**config.mk**
```make
export PLATFORM = sky130hd
export DESIGN_NAME = eq_mask_multi_pipe
export DESIGN_NICKNAME = d
export VERILOG_FILES = /design/src/rtl/eq_mask_pkg.sv /design/src/rtl/eq_mask_multi_pipe_eq_6_mask_r.sv /design/src/rtl/eq_mask_multi_pipe.sv
export SDC_FILE = /design/constraint.sdc
export NUM_CORES = 1
export LEC_CHECK = 0
export BUFFER_PORTS_ARGS = -buffer_cell sky130_fd_sc_hd__buf_2
export CORE_MARGIN = 2
export CORE_UTILIZATION = 25
export CTS_BUF_LIST = sky130_fd_sc_hd__clkbuf_2
export DETAILED_ROUTE_END_ITERATION = 16
export HOLD_SLACK_MARGIN = 0.08
export SYNTH_ARGS = -nofsm -noshare
export SYNTH_HDL_FRONTEND = slang
export SYNTH_SLANG_ARGS = --single-unit
export TNS_END_PERCENT = 1
```
**constraint.sdc**
```tcl
create_clock -name clk -period 2.47 [get_ports clk]
set_input_delay 0.1235 -clock clk [delete_from_list [all_inputs] [get_ports clk]]
set_output_delay 0.1235 -clock clk [all_outputs]
set_load 0.005 [all_outputs]
```
**src/rtl/eq_mask_pkg.sv**
```systemverilog
// Shared constants and elaboration helpers for the masked multi-pattern comparator.
package eq_mask_pkg;

  localparam int LATENCY   = 3;
  localparam int CHUNK_W   = 6;
  localparam int GRP_FANIN = 6;

  function automatic int ceil_div(input int a, input int b);
    return (a + b - 1) / b;
  endfunction

  function automatic int clog2_min1(input int n);
    return (n <= 1) ? 1 : $clog2(n);
  endfunction

endpackage

```
**src/rtl/eq_mask_multi_pipe_eq_6_mask_r.sv**
```systemverilog
// Registered masked 6-bit equality: one LUT6-sized slice of the stage-1 compare.
module eq_6_mask_r
  import eq_mask_pkg::*;
(
  input  logic               clk,
  input  logic               arst_n,
  input  logic [CHUNK_W-1:0] din,
  input  logic [CHUNK_W-1:0] pat,
  input  logic [CHUNK_W-1:0] care,
  output logic               match_r
);

  logic match_q;
  logic match_d;

  assign match_d = ~|((din ^ pat) & care);

  always_ff @(posedge clk or negedge arst_n) begin
    if (!arst_n) match_q <= 1'b0;
    else         match_q <= match_d;
  end

  assign match_r = match_q;

endmodule

```
**src/rtl/eq_mask_multi_pipe.sv**
```systemverilog
// Runtime-programmable masked multi-pattern comparator, fixed 3-stage pipeline.
// Optional saturating hit counter enabled by defining EQ_MASK_HIT_CNT_EN.
module eq_mask_multi_pipe
  import eq_mask_pkg::*;
#(
  parameter int WIDTH   = 66,
  parameter int NUM_PAT = 4,
  parameter int CNT_W   = 32
) (
  input  logic                             clk,
  input  logic                             arst_n,
  input  logic [WIDTH-1:0]                 din,
  input  logic                             din_valid,
  input  logic                             wr_en,
  input  logic [clog2_min1(NUM_PAT)-1:0]   wr_addr,
  input  logic [WIDTH-1:0]                 wr_pat,
  input  logic [WIDTH-1:0]                 wr_care,
  input  logic                             wr_ena,
  output logic                             match_valid,
  output logic [NUM_PAT-1:0]               match_vec,
  output logic                             match_any,
  output logic [clog2_min1(NUM_PAT)-1:0]   match_idx
`ifdef EQ_MASK_HIT_CNT_EN
  ,
  output logic [CNT_W-1:0]                 hit_cnt,
  input  logic                             hit_cnt_clr
`endif
);

  localparam int CHUNKS = ceil_div(WIDTH, CHUNK_W);
  localparam int GROUPS = ceil_div(CHUNKS, GRP_FANIN);
  localparam int PAD_W  = CHUNKS * CHUNK_W;
  localparam int IDX_W  = clog2_min1(NUM_PAT);

  if (WIDTH < 1 || WIDTH > 216 || NUM_PAT < 1 || NUM_PAT > 16 || CNT_W < 1) begin : g_bad_param
    $error("eq_mask_multi_pipe: parameter out of range");
  end

  logic [NUM_PAT-1:0][WIDTH-1:0] pat_q;
  logic [NUM_PAT-1:0][WIDTH-1:0] care_q;
  logic [NUM_PAT-1:0]            ena_q;

  // Out-of-range addresses match no entry and are therefore dropped.
  always_ff @(posedge clk or negedge arst_n) begin
    if (!arst_n) begin
      pat_q  <= '0;
      care_q <= '0;
      ena_q  <= '0;
    end else begin
      for (int e = 0; e < NUM_PAT; e++) begin
        if (wr_en && (wr_addr == IDX_W'(e))) begin
          pat_q[e]  <= wr_pat;
          care_q[e] <= wr_care;
          ena_q[e]  <= wr_ena;
        end
      end
    end
  end

  // Padding bits carry care=0 so the top chunk ignores them.
  logic [PAD_W-1:0]              din_pad;
  logic [NUM_PAT-1:0][PAD_W-1:0] pat_pad;
  logic [NUM_PAT-1:0][PAD_W-1:0] care_pad;

  assign din_pad = PAD_W'(din);

  // ---- stage 1: per-chunk masked equality ----
  logic [NUM_PAT-1:0][CHUNKS-1:0] chunk_p1;
  logic [NUM_PAT-1:0]             ena_p1;
  logic                           vld_p1;

  for (genvar e = 0; e < NUM_PAT; e++) begin : g_ent
    assign pat_pad[e]  = PAD_W'(pat_q[e]);
    assign care_pad[e] = PAD_W'(care_q[e]);
    for (genvar c = 0; c < CHUNKS; c++) begin : g_chk
      eq_6_mask_r u_eq (
        .clk     (clk),
        .arst_n  (arst_n),
        .din     (din_pad[c*CHUNK_W +: CHUNK_W]),
        .pat     (pat_pad[e][c*CHUNK_W +: CHUNK_W]),
        .care    (care_pad[e][c*CHUNK_W +: CHUNK_W]),
        .match_r (chunk_p1[e][c])
      );
    end
  end

  // ena travels with the word so later writes never touch in-flight data.
  always_ff @(posedge clk or negedge arst_n) begin
    if (!arst_n) begin
      vld_p1 <= 1'b0;
      ena_p1 <= '0;
    end else begin
      vld_p1 <= din_valid;
      ena_p1 <= ena_q;
    end
  end

  // ---- stage 2: AND chunks within each group ----
  logic [NUM_PAT-1:0][GROUPS-1:0] grp_d;
  logic [NUM_PAT-1:0][GROUPS-1:0] grp_p2;
  logic [NUM_PAT-1:0]             ena_p2;
  logic                           vld_p2;

  always_comb begin
    grp_d = '1;
    for (int e = 0; e < NUM_PAT; e++) begin
      for (int c = 0; c < CHUNKS; c++) begin
        grp_d[e][c / GRP_FANIN] = grp_d[e][c / GRP_FANIN] & chunk_p1[e][c];
      end
    end
  end

  always_ff @(posedge clk or negedge arst_n) begin
    if (!arst_n) begin
      grp_p2 <= '0;
      ena_p2 <= '0;
      vld_p2 <= 1'b0;
    end else begin
      grp_p2 <= grp_d;
      ena_p2 <= ena_p1;
      vld_p2 <= vld_p1;
    end
  end

  // ---- stage 3: final AND, priority index, output register ----
  logic [NUM_PAT-1:0] hit_d;
  logic               any_d;
  logic [IDX_W-1:0]   idx_d;

  always_comb begin
    hit_d = '0;
    idx_d = '0;
    for (int e = 0; e < NUM_PAT; e++) begin
      hit_d[e] = vld_p2 & ena_p2[e] & (&grp_p2[e]);
    end
    for (int e = NUM_PAT - 1; e >= 0; e--) begin
      if (hit_d[e]) idx_d = IDX_W'(e);
    end
  end

  assign any_d = |hit_d;

  logic               match_valid_q;
  logic [NUM_PAT-1:0] match_vec_q;
  logic               match_any_q;
  logic [IDX_W-1:0]   match_idx_q;

  always_ff @(posedge clk or negedge arst_n) begin
    if (!arst_n) begin
      match_valid_q <= 1'b0;
      match_vec_q   <= '0;
      match_any_q   <= 1'b0;
      match_idx_q   <= '0;
    end else begin
      match_valid_q <= vld_p2;
      match_vec_q   <= hit_d;
      match_any_q   <= any_d;
      match_idx_q   <= idx_d;
    end
  end

  assign match_valid = match_valid_q;
  assign match_vec   = match_vec_q;
  assign match_any   = match_any_q;
  assign match_idx   = match_idx_q;

`ifdef EQ_MASK_HIT_CNT_EN
  logic [CNT_W-1:0] hit_cnt_q;
  logic [CNT_W-1:0] hit_cnt_d;

  // Clear has priority; the count sticks at all-ones instead of wrapping.
  always_comb begin
    hit_cnt_d = hit_cnt_q;
    if (hit_cnt_clr)                                       hit_cnt_d = '0;
    else if (match_valid_q && match_any_q && !(&hit_cnt_q)) hit_cnt_d = hit_cnt_q + 1'b1;
  end

  always_ff @(posedge clk or negedge arst_n) begin
    if (!arst_n) hit_cnt_q <= '0;
    else         hit_cnt_q <= hit_cnt_d;
  end

  assign hit_cnt = hit_cnt_q;
`endif

endmodule

```
==> impl_metrics.tcl, run 1 <==
set metrics [dict create \
    dpl.cell_count 3157 \
    cts_root_buf "clkbuf_2" \
    syn_nets 1874 \
    num_rows 116 \
    cts_setup_buffers 0 \
    cts_resized 0 \
    cts.htree.levels 4 \
    status "did not finish" \
    start_util 0.252 \
    avgSynthCellArea_um2 15.1 \
    haltStage "4_1_cts" \
    die_w_um 321 \
    gp_congestion 0.764 \
    synth_area_um2 25100 \
    synth_cell_type_count 19 \
    ys_warn_count 0 \
    port-buffer-count 212 \
    cts_buffer_depth 3 \
    dp_hpwl_um 42800 \
    die_h_um 321 \
    synth_seq_area_share 0.600 \
    place_area_um2 28000 \
    cts_hold_buf 687 \
    numCtsBuffers 163 \
    tool.error "[ERROR RSZ-0060] Max buffer count reached." \
    syn_inst 1669 \
    ios 213 \
    clock_sinks 602 \
    ys_seq_elements 602 \
]
logic make-up after synthesis:
| kind of cell | Yosys count | synth area share |
|---|---|---|
| compound gates | 133 | 0.0396 |
| mux | 532 | 0.238 |
| buf+inv | 57 | 0.0118 |
| flops | 602 | 0.600 |
| simple gates | 81 | 0.0185 |
| xor+xnor | 264 | 0.0920 |
cells in the mapped netlist:
library cell / number / share of area
dfrtp_1: 602 / 0.60
nor3_1: 1 / 0.00020
mux2_1: 70 / 0.031
nor3b_2: 1 / 0.00050
nor2_1: 11 / 0.0016
a22oi_1: 132 / 0.039
xor2_1: 264 / 0.092
buf_2: 45 / 0.0090
nand4_1: 5 / 0.0012
buf_4: 7 / 0.0021
nand2_1: 9 / 0.0013
inv_1: 1 / 0.00015
and3_1: 44 / 0.011
and4_1: 3 / 0.0010
nand3b_1: 2 / 0.00060
mux2_2: 462 / 0.21
a21oi_1: 1 / 0.00020
clkbuf_1: 4 / 0.00060
nand3_1: 5 / 0.0010
per-stage QoR:
stage	setup slack (ps)	hold slack (ps)	utilization
after detailed placement	784	118	0.280
after global placement	814	119	0.280
after floorplan	1210	-172	-
==> inputs of run 2 (changes only) <==
--- a/config.mk
+++ b/config.mk
@@ -7,10 +7,9 @@
 export LEC_CHECK = 0
 export BUFFER_PORTS_ARGS = -buffer_cell sky130_fd_sc_hd__buf_2
 export CORE_MARGIN = 2
-export CORE_UTILIZATION = 25
-export CTS_BUF_LIST = sky130_fd_sc_hd__clkbuf_2
+export CORE_UTILIZATION = 20
 export DETAILED_ROUTE_END_ITERATION = 16
-export HOLD_SLACK_MARGIN = 0.08
+export PLACE_DENSITY_LB_ADDON = 0.15
 export SYNTH_ARGS = -nofsm -noshare
 export SYNTH_HDL_FRONTEND = slang
 export SYNTH_SLANG_ARGS = --single-unit
==> impl_metrics.tcl, run 2 <==
set metrics [dict create \
    rsz0062_at_grt "no" \
    slew_headroom 0.556 \
    finalCritPeriodShare 0.506 \
    grt_util_met2 0.183 \
    core-area_um2 125000 \
    clock_sinks 602 \
    slew_violations 0 \
    synth_common_cells "dfrtp_1 (602), mux2_2 (462), xor2_1 (264)" \
    area_growth_syn_to_layout_pct 28.7 \
    syn_inst 1669 \
    layoutNonFillerInstCount 3791 \
    dpl.cell_count 3512 \
    cp_top_family "flip-flops" \
    hold_violations 0 \
    setup_viol 0 \
    first_iter_violations 577 \
    synth_seq_area_share 0.600 \
    cts_root_buf "clkbuf_16" \
    cts_tree "yes" \
    max_stage_delay_ps 370 \
    ios 213 \
    die_h_um 358 \
    async_flop_share 1.00 \
    drt-total-wl_um 70500 \
    clkTransAtPathRegs_ps 60 \
    cp-end-kind "output port" \
    port-buffer-count 212 \
    final_common_cell "dfrtp_1" \
    grt_pass1_wl_um 107000 \
    layout-drive-gt1-share 0.385 \
    die_w_um 358 \
    num_rows 130 \
    period_minus_slack_ps 1250 \
    tns_ps 0 \
    synth_cell_type_count 19 \
    total_power_uw 28500 \
    hold_depth 4 \
    cts_buffer_depth 3 \
    ys_seq_elements 602 \
    drtAntennaViolNets 0 \
    hold_path_class "in -> reg" \
    wl_per_cell_um 18.6 \
    grt_pass1_vias 16600 \
    cp_max_fo 1 \
    crit_path_start_kind "flop" \
    r2r_end "g_ent[2].g_chk[3].u_eq.match_r" \
    cts_setup_buffers 0 \
    antenna_found_initial 15 \
    rr_worst_depth 3 \
    synth_edf_count 0 \
    ys_warn_count 0 \
    rrSetupSlack_ps 1250 \
    place_area_um2 28500 \
    yosysMostFrequentCell "dfrtp_1" \
    hold_end "g_ent[2].g_chk[10].u_eq.match_r" \
    grt_util_met3 0.0199 \
    dp_hpwl_um 49400 \
    leakage_uw 0.0141 \
    synth_top_area_share 0.600 \
    ys.flop_type "dfrtp_1" \
    vias 14800 \
    via_per_inst 3.91 \
    synth.area.top_cells "dfrtp_1 (60%), mux2_2 (21%), xor2_1 (9.2%)" \
    grt_util_all_layers 0.112 \
    holdCritStartpoint "din[63]" \
    post-route-cell-area_um2 32300 \
    first_pass_iters 4 \
    max_slew.worst_pin.slew_ps 666 \
    synth_top_area_cell "dfrtp_1" \
    fin_skew_ps 23.7 \
    start_util 0.201 \
    ir_worst_vdd_v 0.000415 \
    grt.busiest_layer "met2" \
    arrival_ps 1130 \
    grt_max_degree 77 \
    crit_type "reg -> out" \
    numCtsBuffers 76 \
    fmax_mhz 801 \
    syn_nets 1874 \
    holdWs_ps 60.5 \
    dieArea_um2 128000 \
    gp_congestion 0.712 \
    insertion_delay_ps 640 \
    worstPathCellList "buf_2" \
    nNetsFinal 2280 \
    grt-ovfl-total 0 \
    cts.htree.levels 3 \
    status "finished, final reports clean" \
    max_cap_viol_count 0 \
    slowest_stage "dfrtp_1" \
    grt_use_met1 0.147 \
    r2r-start "pat_pad[152]" \
    avgSynthCellArea_um2 15.1 \
    final_cell_mix "dfrtp_1 (602), mux2_2 (462), xor2_1 (264)" \
    cp.required_ps 2350 \
    synth_area_um2 25100 \
    fillerInstances 12900 \
    drcViolationCount 0 \
    power.density_nw_per_um2 880 \
    critPathBufInv 1 \
]
==> run 2: cell counts after synthesis <==
Identical to the previous run, type by type.
==> run 2: cell families (layout without fill, tap and decap cells) <==
group	after synthesis	in the layout	share of synthesized area
flops	602	602	0.600
mux	532	532	0.238
xor+xnor	264	264	0.0920
compound gates	133	133	0.0396
simple gates	81	81	0.0185
buf+inv	57	524	0.0118
other cells	0	5	0
==> run 2: area by class of cell <==
cell class                      instances  area [um^2]  share of cell area
Sequential cell                       602        15100               0.466
Multi-Input combinational cell       1010         9780               0.303
Timing Repair Buffer                  384         2900              0.0897
Clock buffer                          120         2250              0.0696
Tap cell                             1650         2060              0.0638
Clock inverter                         19          259             0.00801
Antenna cell                            5         12.5            0.000387
Inverter                                1         3.75            0.000116
==> run 2: how the worst max path moves through the flow <==
stage	startpoint	end	slack, ps	cells after the start
final	match_vec[1]	match_vec[1]	1220	1
after global routing	grp_p2[4]	match_idx[1]	1140	4
after CTS	match_valid	match_valid	1130	1
after detailed placement	wr_addr[1]	pat_pad[17]	810	5
after global placement	wr_addr[1]	care_pad[65]	810	5
after floorplan	wr_addr[1]	care_pad[0]	1210	4
==> run 2: per-layer routing <==
layer	share of wire	vias up
met3	0.039	115
met4	0.028	8
met5	0.00065	-
met2	0.48	229
li1	-	6818
met1	0.46	7660
==> run 2: where the power goes <==
| group | switching [uW] | internal, uW |
|---|---|---|
| clock | 4450 | 6780 |
| combinational | 1980 | 2380 |
| sequential | 1060 | 11800 |
==> run 2: stage by stage <==
stage,util,setup WS [ps]
floorplan,-,1210
global placement,0.228,813
detailed placement,0.228,813
CTS,0.258,1130
global route,0.258,1140
finish,0.259,1220
==> run 2: repair_timing <==
action / in CTS / in global routing
endpoints found under the setup margin: 0 / 0
endpoints found under the hold margin: 711 / 0
hold buffers: 135 / 0
gates resized for setup: 0 / 0
(Power assumes the default switching activity.)
==> inputs of run 3 (changes only) <==
--- a/config.mk
+++ b/config.mk
@@ -5,6 +5,7 @@
 export SDC_FILE = /design/constraint.sdc
 export NUM_CORES = 1
 export LEC_CHECK = 0
+export ABC_AREA = 1
 export BUFFER_PORTS_ARGS = -buffer_cell sky130_fd_sc_hd__buf_2
 export CORE_MARGIN = 2
 export CORE_UTILIZATION = 20
==> constraint.sdc (replaced) <==
create_clock -name clk -period 1.01 [get_ports clk]
set_input_delay 0.0505 -clock clk [delete_from_list [all_inputs] [get_ports clk]]
set_output_delay 0.0505 -clock clk [all_outputs]
set_load 0.005 [all_outputs]
==> impl_metrics.tcl, run 3 <==
set metrics [dict create \
    area_growth_syn_to_layout_pct 32.3 \
    multi_input_area_um2 9760 \
    drcViolationCount 0 \
    layoutNonFillerInstCount 5686 \
    synth_cell_type_count 18 \
    syn_inst 3295 \
    slowest_stage "dfrtp_1" \
    max_cap_viol_count 0 \
    setup_viol 20 \
    first_iter_violations 1063 \
    start_util 0.201 \
    dpl.cell_count 5339 \
    hold_violations 30 \
    r2r-start "pat_pad[152]" \
    cts.htree.levels 3 \
    core-area_um2 137000 \
    cts_buffer_depth 3 \
    arrival_ps 1150 \
    wl_per_cell_um 14.6 \
    cp-end-kind "output port" \
    async_flop_share 1.00 \
    nNetsFinal 4039 \
    power.density_nw_per_um2 1930 \
    cp_top_family "flip-flops" \
    die_w_um 375 \
    fin_ws_ps -195 \
    first_pass_iters 5 \
    synth_top_area_share 0.548 \
    grt_max_degree 48 \
    dp_hpwl_um 60700 \
    finalCritPeriodShare 1.19 \
    drt-total-wl_um 82800 \
    antenna_found_initial 5 \
    cts_tree "yes" \
    post-route-cell-area_um2 36400 \
    synth_top_area_cell "dfrtp_1" \
    syn_nets 3500 \
    grt_pass1_vias 21800 \
    synth_common_cells "nand2_1 (1190), dfrtp_1 (602), inv_1 (417)" \
    drtAntennaViolNets 0 \
    ys.flop_type "dfrtp_1" \
    final_cell_mix "nand2_1 (1174), dfrtp_1 (600), inv_1 (412)" \
    crit_type "reg -> out" \
    gp_congestion 0.727 \
    worstPathCellList "buf_2" \
    clock_sinks 602 \
    fmax_mhz 830 \
    die_h_um 375 \
    fin_skew_ps 34.0 \
    yosysMostFrequentCell "nand2_1" \
    ys_seq_elements 602 \
    synth_seq_area_share 0.548 \
    clkTransAtPathRegs_ps 60 \
    insertion_delay_ps 670 \
    grt_util_all_layers 0.120 \
    slew_violations 0 \
    cp.required_ps 960 \
    dieArea_um2 140000 \
    cts_setup_buffers 0 \
    synth.area.top_cells "dfrtp_1 (55%), nand2_1 (16%), o21ai_1 (6.0%)" \
    numCtsBuffers 81 \
    synth_edf_count 0 \
    final_common_cell "nand2_1" \
    r2r_end "g_ent[2].g_chk[3].u_eq.match_r" \
    vias 21900 \
    max_stage_delay_ps 360 \
    synth_area_um2 27500 \
    ios 213 \
    slew_headroom 0.740 \
    avgSynthCellArea_um2 8.34 \
    grt_pass1_wl_um 131000 \
    cp_max_fo 1 \
    rsz0062_at_grt "yes" \
    ys_warn_count 0 \
    via_per_inst 3.84 \
    critPathBufInv 1 \
    holdWs_ps -223 \
    num_rows 136 \
    cts_root_buf "clkbuf_16" \
    max_slew.worst_pin.slew_ps 391 \
    place_area_um2 31500 \
    total_power_uw 70300 \
    final_util 0.265 \
    fillerInstances 14900 \
    ir_worst_vdd_v 0.00123 \
    rr_worst_depth 5 \
    hold_path_class "in -> async" \
    ff_latch_area_um2 15100 \
    leakage_uw 0.0181 \
    violations "negative hold slack, negative setup slack" \
    crit_path_start_kind "flop" \
    rrSetupSlack_ps -90 \
    grt-ovfl-total 0 \
    layout-drive-gt1-share 0.181 \
    status "finished, violations left" \
    port-buffer-count 212 \
    period_minus_slack_ps 1200 \
]
==> run 3: cell count changes after synthesis, sizes merged, moves of 132 or more <==
cell | previous run | this run
xor2 | 264 | 0
nand3 | 5 | 174
o21ai | 0 | 541
inv | 1 | 417
mux2 | 532 | 0
a22oi | 132 | 0
nor2 | 11 | 182
nand2 | 9 | 1190
==> run 3: area by class of cell <==
cell class	instances	share of cell area
flip-flops and latches	602	0.414
repair buffers	594	0.142
clock inverters	20	0.00571
inverters	417	0.0430
clock buffers	119	0.0641
diodes	2	0.000138
multi-input cells	2138	0.268
well taps	1794	0.0617
==> run 3: per-stage QoR <==
step	worst slack, ps	setup TNS, ps
after floorplan	82.8	0
after global placement	-272	-30140
after detailed placement	-256	-33810
after CTS	-292	-2390
after global routing	-270	-4510
final	-195	-1660
==> run 3: how the worst max path moves through the flow <==
stage,startpoint,endpoint,slack [ps],cells after the start
after floorplan,pat_pad[4],g_ent[0].g_chk[0].u_eq.match_r,80,4
after global placement,pat_pad[152],g_ent[2].g_chk[3].u_eq.match_r,-270,5
after CTS,match_valid,match_valid,-290,1
after global routing,match_valid,match_valid,-270,1
after detailed placement,pat_pad[152],g_ent[2].g_chk[3].u_eq.match_r,-260,5
final,match_valid,match_valid,-190,1
==> run 3: logic make-up after synthesis <==
group                  count (synthesis)  synth area share
flip-flops                           602             0.548
AO/OA/AOI/OAI                        578             0.124
AND/OR/NAND/NOR                     1560             0.223
buffers and inverters                555             0.105
==> run 3: metal layers <==
layer	vias to the layer above	share of wire	track usage
li1	11400	-	-
met1	10100	0.49	0.165
met2	275	0.46	0.192
met3	96	0.031	0.0191
met4	2	0.020	0.0362
met5	-	0.000085	0
==> run 3: worst reg2reg max path: stages (launching register included) <==
cell     delay [ps]
dfrtp_1         400
nand2_1          70
nand2_1          80
o22ai_4         230
nor2_1           80
buf_4           130
==> run 3: timing repair <==
action                                 in CTS  in global routing
endpoints found under the hold margin    1179                 33
resized for setup                          31                 54
setup endpoints to repair                  36                193
cloned                                      0                  0
hold buffers                              205                  1
pin swaps                                   6                 12
==> run 3: power breakdown <==
group          internal (uW)  leakage [uW]  total (uW)  switching (uW)
Clock                  16500       0.00125       27900           11400
Combinational           5070       0.00932       11600            6520
Sequential             28100       0.00754       30700            2600
==> inputs of run 4 (changes only) <==
--- a/config.mk
+++ b/config.mk
@@ -13,5 +13,6 @@
 export PLACE_DENSITY_LB_ADDON = 0.15
 export SYNTH_ARGS = -nofsm -noshare
 export SYNTH_HDL_FRONTEND = slang
+export SYNTH_HIERARCHICAL = 1
 export SYNTH_SLANG_ARGS = --single-unit
 export TNS_END_PERCENT = 1
==> impl_metrics.tcl, run 4 <==
set metrics [dict create \
    first_pass_iters 6 \
    syn_inst 3286 \
    worstPathCellList "buf_6" \
    first_iter_violations 1235 \
    ys_warn_count 6 \
    grt-ovfl-total 0 \
    hold_violations 0 \
    cp-end-kind "output port" \
    cp_top_family "flip-flops" \
    antenna_found_initial 9 \
    clock_sinks 602 \
    leakage_uw 0.0178 \
    max_slew.worst_pin.slew_ps 517 \
    fin_ws_ps -234 \
    numCtsBuffers 79 \
    wl_per_cell_um 14.3 \
    synth_cell_type_count 15 \
    synth_area_um2 26900 \
    ios 213 \
    layout-drive-gt1-share 0.149 \
    violations "negative setup slack" \
    drcViolationCount 0 \
    max_stage_delay_ps 440 \
    synth-compound-area-share 0.107 \
    wl_met1_um 40800 \
    drtAntennaViolNets 0 \
    synth_seq_area_share 0.559 \
    grt_pass1_wl_um 126000 \
    gp_congestion 0.729 \
    synth_top_area_cell "dfrtp_1" \
    start_util 0.202 \
    met3_length_um 2920 \
    cts_tree "yes" \
    slew_headroom 0.655 \
    critPathBufInv 1 \
    synth_common_cells "nand2_1 (1121), dfrtp_1 (602), o21ai_0 (422)" \
    rsz0062_at_grt "yes" \
    holdWs_ps 55.3 \
    ys_seq_elements 602 \
    avgSynthCellArea_um2 8.20 \
    slowest_stage "dfrtp_2" \
    synth-simple-area-share 0.239 \
    synth_top_area_share 0.559 \
    synthMuxAreaShare 0 \
    grt_util_all_layers 0.118 \
    die_h_um 371 \
    finalCritPeriodShare 1.23 \
    synth.area.top_cells "dfrtp_1 (56%), nand2_1 (16%), o21ai_0 (7.8%)" \
    cts_setup_buffers 0 \
    area_growth_syn_to_layout_pct 33.1 \
    fmax_mhz 804 \
    clkTransAtPathRegs_ps 60 \
    num_rows 134 \
    setup_viol 27 \
    cts.htree.levels 3 \
    fin_skew_ps 17.8 \
    via_per_inst 3.85 \
    insertion_delay_ps 640 \
    hold_path_class "in -> async" \
    core-area_um2 134000 \
    slew_violations 0 \
    top_layer "met5" \
    yosysMostFrequentCell "nand2_1" \
    wl_met2_um 35400 \
    period_minus_slack_ps 1240 \
    dieArea_um2 138000 \
    crit_type "reg -> out" \
    vias 21800 \
    final_cell_mix "nand2_1 (1107), dfrtp_1 (600), o21ai_0 (408)" \
    power.density_nw_per_um2 1950 \
    ys.flop_type "dfrtp_1" \
    port-buffer-count 212 \
    tns_ps -1770 \
    synth-adder-area-share 0 \
    cts_buffer_depth 3 \
    place_area_um2 30800 \
    dp_hpwl_um 57800 \
    async_flop_share 1.00 \
    post-route-cell-area_um2 35800 \
    cp.required_ps 960 \
    die_w_um 371 \
    final_common_cell "nand2_1" \
    total_power_uw 69800 \
    nNetsFinal 4033 \
    synth_edf_count 0 \
    status "finished, violations left" \
    cp_max_fo 1 \
    cts_root_buf "clkbuf_16" \
    drt-total-wl_um 80700 \
    arrival_ps 1190 \
    ir_worst_vdd_v 0.000971 \
    place_ws_ps -165 \
    grt_pass1_vias 21200 \
    syn_nets 3491 \
    max_cap_viol_count 0 \
    grt_max_degree 55 \
    synth_xor_area_frac 0 \
    crit_path_start_kind "flop" \
    synth_top_family_by_area "simple AND/OR/NAND/NOR gates" \
]
-- run 4: cell count changes after synthesis, sizes merged --
cell	before	now
buf	113	108
clkbuf	25	8
inv	417	359
nand2	1190	1121
nand3	174	140
nor2	182	321
nor3	1	0
o21ai	541	577
o22ai	36	0
or2	8	44
-- run 4: per-layer routing --
metal / vias up / global-route usage
met5: - / 0
met4: 10 / 0.0278
met3: 109 / 0.0218
met2: 321 / 0.182
met1: 10000 / 0.171
li1: 11400 / -
-- run 4: path summary, 6_finish.rpt --
path,from,endpoint,slack (ps),depth (start not counted)
max,match_vec[2],match_vec[2],-230,1
min,arst_n,care_pad[47],60,3
max reg2reg,pat_pad[94],g_ent[1].g_chk[4].u_eq/match_r,-60,4
min reg2reg,ena_p1[1],ena_p2[1],350,0
max in group asynchronous,arst_n,pat_pad[26],40,4
min in group clk,din_valid,vld_p1,90,2
-- run 4: repair_timing --
action,in CTS,in global routing
hold buffers,212,1
resized for setup,43,74
hold endpoints to repair,1179,1
pin swaps,31,26
cloned,0,0
endpoints found under the setup margin,40,225
-- run 4: tightest hold or removal path, delay by kind of cell --
kind	cells	cell delay (ps)
buffers and inverters	3	1000
-- run 4: cells by family (layout without fill, tap and decap cells) --
kind of cell | count (synthesis) | in the layout
AO/OA/AOI/OAI | 578 | 578
buffers and inverters | 475 | 1074
flip-flops | 602 | 602
other | 0 | 3
AND/OR/NAND/NOR | 1631 | 1631
-- run 4: power breakdown --
group	switching, uW	total (uW)	internal (uW)
Combinational	6220	11000	4760
Sequential	2410	30500	28100
Clock	11300	28300	17000
-- run 4: per-stage QoR --
step                utilization  std cells
finish                    0.268       5656
global route              0.268       5653
CTS                       0.267       5652
detailed placement        0.230       5302
global placement          0.230       5302
floorplan                     -       3286
-- run 4: cell type report --
type | instances | area, um^2
antenna | 3 | 7.51
clock buffer | 107 | 2280
clock inverter | 31 | 319
fill | 14600 | 97800
inverter | 359 | 1350
multi-input combinational | 2209 | 9610
sequential | 602 | 15100
tap | 1768 | 2210
timing repair buffer | 577 | 5000
